## config.mk

```make
export PLATFORM = sky130hd
export DESIGN_NAME = uart_tx_frame_gen
export DESIGN_NICKNAME = d
export VERILOG_FILES = /design/src/rtl/uart_tx_frame_gen.sv
export SDC_FILE = /design/constraint.sdc
export NUM_CORES = 1
export LEC_CHECK = 0
export ABC_AREA = 1
export CORE_MARGIN = 5
export CORE_UTILIZATION = 52
export CTS_CLUSTER_DIAMETER = 50
export CTS_CLUSTER_SIZE = 24
export DETAILED_ROUTE_END_ITERATION = 16
export GPL_TIMING_DRIVEN = 0
export PLACE_DENSITY = 0.9
export SLEW_MARGIN = 20
export SYNTH_ARGS = -nofsm -noshare
export SYNTH_HDL_FRONTEND = slang
export SYNTH_SLANG_ARGS = --single-unit
```

## constraint.sdc

```tcl
create_clock -name clk -period 2 [get_ports clk]
set_input_delay 0.5 -clock clk [delete_from_list [all_inputs] [get_ports clk]]
set_output_delay 0.5 -clock clk [all_outputs]
set_load 0.01 [all_outputs]
```

## src/rtl/uart_tx_frame_gen.sv

```systemverilog
// UART transmit frame serializer: START, LSB-first payload, optional parity, 1 or 2 STOP bits.
// One clk cycle is one bit period; back-to-back frames are accepted in the final stop cycle.
module uart_tx_frame_gen #(
  parameter int DATA_WIDTH = 8
) (
  input  logic                  clk,
  input  logic                  rst_n,
  input  logic [DATA_WIDTH-1:0] p_data,
  input  logic                  data_valid,
  input  logic                  par_en,
  input  logic [1:0]            par_mode,
  input  logic                  stop2,
  output logic                  tx_out,
  output logic                  busy,
  output logic                  ready,
  output logic                  tx_done
);

  localparam int CNT_W = $clog2(DATA_WIDTH);
  localparam logic [CNT_W-1:0] LAST_CNT = CNT_W'(DATA_WIDTH - 1);

  typedef enum logic [2:0] {
    IDLE   = 3'd0,
    START  = 3'd1,
    DATA   = 3'd2,
    PARITY = 3'd3,
    STOP1  = 3'd4,
    STOP2  = 3'd5
  } state_t;

  function automatic logic calc_parity(input logic [DATA_WIDTH-1:0] data,
                                       input logic [1:0]            mode);
    logic p;
    case (mode)
      2'b00:   p = ^data;
      2'b01:   p = ~^data;
      2'b10:   p = 1'b1;
      2'b11:   p = 1'b0;
      default: p = 1'b0;
    endcase
    return p;
  endfunction

  state_t                state_r, state_nxt_s;
  logic [DATA_WIDTH-1:0] shift_r, shift_nxt_s;
  logic [CNT_W-1:0]      cnt_r, cnt_nxt_s;
  logic                  par_en_r, par_bit_r, stop2_r;
  logic                  tx_out_r, busy_r, tx_done_r;
  logic                  tx_nxt_s, final_stop_s, accept_s;

  assign final_stop_s = (state_r == STOP2) || ((state_r == STOP1) && !stop2_r);
  assign ready        = (state_r == IDLE) || final_stop_s;
  assign accept_s     = data_valid && ready;

  assign tx_out  = tx_out_r;
  assign busy    = busy_r;
  assign tx_done = tx_done_r;

  // Next-state, shifter and counter decode; line level is decoded from the next state
  always_comb begin
    state_nxt_s = state_r;
    shift_nxt_s = shift_r;
    cnt_nxt_s   = cnt_r;
    tx_nxt_s    = 1'b1;

    case (state_r)
      IDLE: begin
        if (accept_s) state_nxt_s = START;
        else          state_nxt_s = IDLE;
      end
      START: begin
        state_nxt_s = DATA;
        cnt_nxt_s   = {CNT_W{1'b0}};
      end
      DATA: begin
        shift_nxt_s = shift_r >> 1;
        if (cnt_r == LAST_CNT) begin
          cnt_nxt_s = {CNT_W{1'b0}};
          if (par_en_r) state_nxt_s = PARITY;
          else          state_nxt_s = STOP1;
        end else begin
          cnt_nxt_s = cnt_r + CNT_W'(1);
        end
      end
      PARITY: state_nxt_s = STOP1;
      STOP1: begin
        if (stop2_r)       state_nxt_s = STOP2;
        else if (accept_s) state_nxt_s = START;
        else               state_nxt_s = IDLE;
      end
      STOP2: begin
        if (accept_s) state_nxt_s = START;
        else          state_nxt_s = IDLE;
      end
      default: state_nxt_s = IDLE;
    endcase

    // Accept only happens in IDLE or a final stop cycle, never while shifting
    if (accept_s) shift_nxt_s = p_data;
    else          shift_nxt_s = shift_nxt_s;

    case (state_nxt_s)
      START:   tx_nxt_s = 1'b0;
      DATA:    tx_nxt_s = shift_nxt_s[0];
      PARITY:  tx_nxt_s = par_bit_r;
      default: tx_nxt_s = 1'b1;
    endcase
  end

  // State, datapath and registered line outputs
  always_ff @(posedge clk or negedge rst_n) begin
    if (!rst_n) begin
      state_r   <= IDLE;
      shift_r   <= {DATA_WIDTH{1'b0}};
      cnt_r     <= {CNT_W{1'b0}};
      par_en_r  <= 1'b0;
      par_bit_r <= 1'b0;
      stop2_r   <= 1'b0;
      tx_out_r  <= 1'b1;
      busy_r    <= 1'b0;
      tx_done_r <= 1'b0;
    end else begin
      state_r   <= state_nxt_s;
      shift_r   <= shift_nxt_s;
      cnt_r     <= cnt_nxt_s;
      tx_out_r  <= tx_nxt_s;
      busy_r    <= (state_nxt_s != IDLE);
      tx_done_r <= final_stop_s && !accept_s;
      if (accept_s) begin
        par_en_r  <= par_en;
        par_bit_r <= calc_parity(p_data, par_mode);
        stop2_r   <= stop2;
      end
    end
  end

endmodule

```

==> results of run 1 <==
==> final cells by class <==
class | count | area (um2)
multi-input cells | 94 | 554
flip-flops and latches | 20 | 502
fillers | 199 | 774
repair buffers | 18 | 179
clock buffers | 4 | 26.3
inverters | 30 | 115
plain buffers | 3 | 26.3
well taps | 28 | 35.0
==> sequential cells by signal (all words and copies together), names as in the netlist <==
| name | flops |
|---|---|
| busy | 1 |
| cnt_r | 3 |
| par_bit_r | 1 |
| par_en_r | 1 |
| shift_r | 8 |
| state_r | 3 |
| stop2_r | 1 |
| tx_done | 1 |
| tx_out | 1 |
==> cell usage after synthesis, types with 2 or more instances <==
| library cell | instances |
|---|---|
| inv_1 | 26 |
| nor2_1 | 6 |
| o21ai_0 | 2 |
| o221ai_2 | 6 |
| nand2_1 | 42 |
| ha_1 | 2 |
| dfrtp_1 | 19 |
| inv_2 | 3 |
| nand4_1 | 2 |
| nand2_4 | 2 |
| nand3_1 | 18 |
| o21ai_1 | 4 |
| buf_4 | 2 |
==> through the flow <==
stage | hold WS [ns] | utilization | total power, mW | cells
final | 0.502 | 0.650 | 1.87 | 197
after global routing | 0.549 | 0.650 | 2.03 | 197
after CTS | 0.506 | 0.650 | 1.89 | 197
after detailed placement | 0.490 | 0.639 | 1.70 | 193
after global placement | 0.471 | 0.639 | 1.63 | 193
after floorplan | 0.204 | - | 1.42 | 147
==> placed cells by master (no fill, tap or decap), types with 2 or more instances in the layout <==
master,count
clkbuf_4,3
nor2_1,6
o21ai_1,4
inv_1,26
o21ai_0,2
dfrtp_1,19
ha_1,2
inv_2,3
buf_4,2
nand2_4,2
nand2_1,42
nand3_1,18
o221ai_2,6
nand4_1,2
clkdlybuf4s50_1,17
==> logic make-up after synthesis <==
group,after synthesis,share of synthesized area
and+or+nand+nor,75,0.300
buffers and inverters,33,0.118
xor gates and xnor gates,1,0.00732
adders and majority gates,2,0.0209
DFF,20,0.419
AOI/OAI and AO/OA,16,0.135
==> worst paths after layout <==
| path | end | slack, ns | cells past startpoint |
|---|---|---|---|
| max reg2reg | tx_out | 0.44 | 7 |
| min reg2reg | cnt_r[0] | 0.50 | 1 |
| min | cnt_r[0] | 0.50 | 1 |
| max | ready | 0.11 | 4 |
| max in group asynchronous | par_bit_r | 0.77 | 1 |
| min in group asynchronous | cnt_r[2] | 0.69 | 1 |
==> power by group through the flow <==
| stage | Combinational (mW) | Clock, mW | Sequential [mW] |
|---|---|---|---|
| after global placement | 0.926 | 0 | 0.706 |
| after global routing | 1.07 | 0.224 | 0.739 |
| final | 0.959 | 0.199 | 0.714 |
| after detailed placement | 0.983 | 0 | 0.719 |
| after floorplan | 0.715 | 0 | 0.703 |
| after CTS | 0.970 | 0.207 | 0.713 |
==> what timing repair did <==
action / CTS / global route
resized for setup: 1 / 0
setup endpoints to repair: 1 / 0
hold buffers: 0 / 0
==> metal layers <==
| metal | part of all wire | vias up | global-route usage |
|---|---|---|---|
| met5 | 0 | - | 0 |
| met4 | 0.016 | 0 | 0.0795 |
| met3 | 0.047 | 8 | 0.0290 |
| met2 | 0.50 | 25 | 0.285 |
| met1 | 0.44 | 452 | 0.182 |
| li1 | - | 515 | - |
==> flow_summary.toml, run 1 <==
[timing]
slew_viol_final = 0
slew_headroom = 0.402
fmax_mhz = 528
tns_ns = 0
worst_pin_slew_ns = 0.894
min_period_over_period = 0.946
hold_viol = 0
min_period_ns = 1.89
rsz0062_at_grt = "no"
setup_viol = 0
skew_ns = 0.00124
worst_slack_ns = 0.107

[power_and_ir_drop]
p_int_mw = 1.08
power_density_nw_per_um2 = 1300
seqPwrFrac = 0.382
p_sw_frac = 0.421
p_leak_nw = 0.737
p_switching_uw = 788
irDropWorstVdd_uv = 716
pwr-share-comb = 0.512
clkPwrFrac = 0.106

[clock_network]
cts_max_level = 1
cts_inserted_buffers = 3
clockRootBuffer = "clkbuf_4"
worstSkewPairLatency_ns = 0.30
cts_num_sinks = 20
clock_path_buffers = 2
clk_pin_slew_ns = 0.11
cts_tree = "yes"
cts_setup_buffers = 0

[die]
core_um2 = 2210
die_area_um2 = 3360
fp.dieH_um = 58.0
initial_utilization = 0.541
die_width_um = 58.0
num_io_pins = 19
core.rowCount = 17

[synthesis]
async_flop_share = 1.00
yosys_register_bits = 20
synth_top_area_frac = 0.397
synth_top_area_cell = "dfrtp_1"
netlist_instances = 147
synth_edf_count = 0
synthTopCellsByArea = "dfrtp_1 (40%), nand2_1 (13%), inv_1 (8.2%)"
yosysSeqAreaShare = 0.419
ys.flop_type = "dfrtp_1"
synth_warnings = 0
avgSynthCellArea_um2 = 8.15
synthesis.area_um2 = 1200
synth_nets = 164
ys_types = 26

[placement]
hpwlAfterDp_um = 1860
place_area_um2 = 1410
globalplace.congestion = 0.837
dp_slack_ns = 0.173
io_buffers = 18

[grt]
grt_start_max_net_pins = 21
grt_pass1_wl_um = 4240
antenna_found_initial = 0
grt_overflow = 0
grt.total_usage = 0.160
grt_pass1_vias = 1048

[drt]
num_vias = 1000
drt_first_iter_violations = 19
final_antenna_net_count = 0
drt_first_pass_iters = 4
avgRoutedWirePerCell_um = 11.7
detail_route.vias_per_cell = 5.08
drt-total-wl_um = 2310
drc = 0

[critical_path]
regToRegStartpoint = "cnt_r[0]"
timing.critical_path.buf_inv = 2
cp-start-kind = "flip-flop"
cp_slowest_cell = "dfrtp_1"
critPathKind = "flip-flop to primary output"
cp_data_arrival_time_ns = 1.39
critPathTopFamily = "flip-flops"
path_cells = "inv_2 -> nand3_1 -> nand2_4 -> dlygate4sd2_1"
startpoint = "state_r[1]"
critPathCaptureType = "primary output"
slowest_delay_ns = 0.44
worstPathMaxFanout = 5
required_ns = 1.50

[hold_path]
hp-start = "cnt_r[0]"
min_path_type = "flip-flop to flip-flop"

[final_layout]
layout.nets = 187
antenna_cells = 0
drive_gt1_frac = 0.148
syn_to_final_growth_pct = 20.1
finalInstanceArea_um2 = 1440

[run_status]
status = "completed"

[run]
cap_violations = 0
No activity file was read; power rests on OpenSTA's default activity.
==> run 2: changes to the inputs <==
Settings changed: ABC_CLOCK_PERIOD_IN_PS set to 2000, CELL_PAD_IN_SITES_DETAIL_PLACEMENT set to 1, CELL_PAD_IN_SITES_GLOBAL_PLACEMENT set to 2, CORE_UTILIZATION 52 to 31.
==> run 2 against run 1 <==
Effect of this change:
- non-clock buffer count is 1 higher
- core utilization is 25 points lower
- sequential power hardly changed
- cell count is 11% higher
- power is 5.1% higher
- sequential share of layout area is 1.1 points lower
- register-to-register slack hardly changed
- first-iteration DRC count grew to 2.6 times the previous value
- worst setup slack better by 0.068 ns
- clock skew is 0.0014 ns higher
- worst hold slack hardly changed
- critical path type unchanged
==> flow_summary.toml, run 2 (synthesized netlist as in run 1, its figures left out) <==
[die]
fp.dieH_um = 72.2
initial_utilization = 0.325
core.rowCount = 22
die_area_um2 = 5210
core_um2 = 3690
num_io_pins = 19
die_width_um = 72.2

[grt]
grt_overflow = 0
grt_pass1_wl_um = 5130
grt_start_max_net_pins = 21
grt.total_usage = 0.126
grt_pass1_vias = 1185
antenna_found_initial = 0

[drt]
drt_first_pass_iters = 4
num_vias = 1010
drt-total-wl_um = 2690
drc = 0
drt_first_iter_violations = 49
detail_route.vias_per_cell = 4.63
final_antenna_net_count = 0
avgRoutedWirePerCell_um = 12.3

[final_layout]
syn_to_final_growth_pct = 24.5
reg_top3 = "shift_r: 8 flops, cnt_r: 3 flops, state_r: 3 flops"
drive_gt1_frac = 0.165
largest_register_ffs = 8
layout.nets = 188
fin_cells = 218
final_cell_mix = "nand2_1 (42), inv_1 (25), nand3_1 (18), dfrtp_1 (18), clkdlybuf4s50_1 (17)"
final_common_cell = "nand2_1"
antenna_cells = 0
top_register = "shift_r"

[timing]
tns_ns = 0
setup_viol = 0
slew_headroom = 0.400
worst_slack_ns = 0.175
worst_pin_slew_ns = 0.897
hold_viol = 0
min_period_over_period = 0.912
rsz0062_at_grt = "no"
slew_viol_final = 0
min_period_ns = 1.82
fmax_mhz = 548
skew_ns = 0.00263

[clock_network]
worstSkewPairLatency_ns = 0.26
cts_inserted_buffers = 3
clk_pin_slew_ns = 0.07
cts_num_sinks = 20
clock_path_buffers = 2
cts_tree = "yes"
cts_hold_buffers = 0
clockRootBuffer = "clkbuf_8"
cts_max_level = 1

[placement]
dp_slack_ns = 0.137
hpwlAfterDp_um = 2210
io_buffers = 18
place_inst = 213
globalplace.congestion = 0.714

[hold_path]
min_path_type = "flip-flop to flip-flop"
hp-start = "par_bit_r"

[power_and_ir_drop]
p_leak_nw = 0.748
irDropWorstVdd_uv = 280
power_density_nw_per_um2 = 1320

[critical_path]
cp_data_arrival_time_ns = 1.32
critPathCaptureType = "primary output"
cp_slowest_cell = "dfrtp_2"
startpoint = "state_r[2]"
worstPathMaxFanout = 4
path_cells = "inv_2 -> nand3_1 -> nand2_4 -> dlygate4sd2_1"
critPathKind = "flip-flop to primary output"
slowest_delay_ns = 0.45
regToRegStartpoint = "cnt_r[0]"
required_ns = 1.50
cp-start-kind = "flip-flop"

[run_status]
status = "completed"

[run]
cap_violations = 0
==> run 2: cell count changes in the layout (fill, tap and decap cells not counted) <==
cell	before	now
inv_1	26	25
clkbuf_4	3	0
inv_2	3	4
dfrtp_2	0	1
buf_4	2	3
dfrtp_1	19	18
clkbuf_8	0	3
==> run 2: timing repair <==
item,in CTS,in global routing
endpoints found under the setup margin,1,0
resized for setup,3,0
setup buffers,1,0
==> run 2: final cells by class <==
| cell class | count | area [um2] |
|---|---|---|
| tap | 48 | 60.1 |
| clock buffer | 4 | 45.0 |
| fill | 461 | 2200 |
| buffer | 3 | 26.3 |
| inverter | 30 | 115 |
| sequential | 20 | 503 |
| multi-input combinational | 94 | 554 |
| timing repair buffer | 19 | 186 |
==> run 2: path summary, 6_finish.rpt <==
path	endpoint	depth (start not counted)	slack [ns]
worst max-delay path	ready	4	0.18
worst min-delay path	par_bit_r	2	0.50
worst max register to register	tx_out	7	0.43
worst min register to register	par_bit_r	2	0.50
max in group asynchronous	state_r[2]	1	0.65
min in group asynchronous	state_r[2]	1	0.74
==> run 2: through the flow <==
step / total power, mW / cell area, um2 / hold WS [ns] / util
detailed placement: 1.72 / 1440 / 0.494 / 0.390
global placement: 1.67 / 1440 / 0.477 / 0.390
finish: 1.97 / 1490 / 0.502 / 0.404
global route: 2.17 / 1490 / 0.546 / 0.404
floorplan: 1.42 / 1200 / 0.204 / -
CTS: 2.01 / 1490 / 0.514 / 0.404
==> run 2: layer usage <==
layer,GRT usage,vias up,routed length [um]
met1,0.139,469,1130
met5,0,-,0
met3,0.0194,3,111
met2,0.228,23,1400
met4,0.0689,0,44
li1,-,515,-
==> run 2: critical path, delay by kind of cell, from the launching register on <==
kind          cells  cell delay [ns]
flops             1             0.45
simple gates      2             0.26
buf+inv           2             0.36
==> run 2: power by group <==
group | internal (mW) | switching [mW] | total (mW)
Sequential | 0.600 | 0.110 | 0.711
Clock | 0.142 | 0.127 | 0.269
Combinational | 0.420 | 0.568 | 0.989
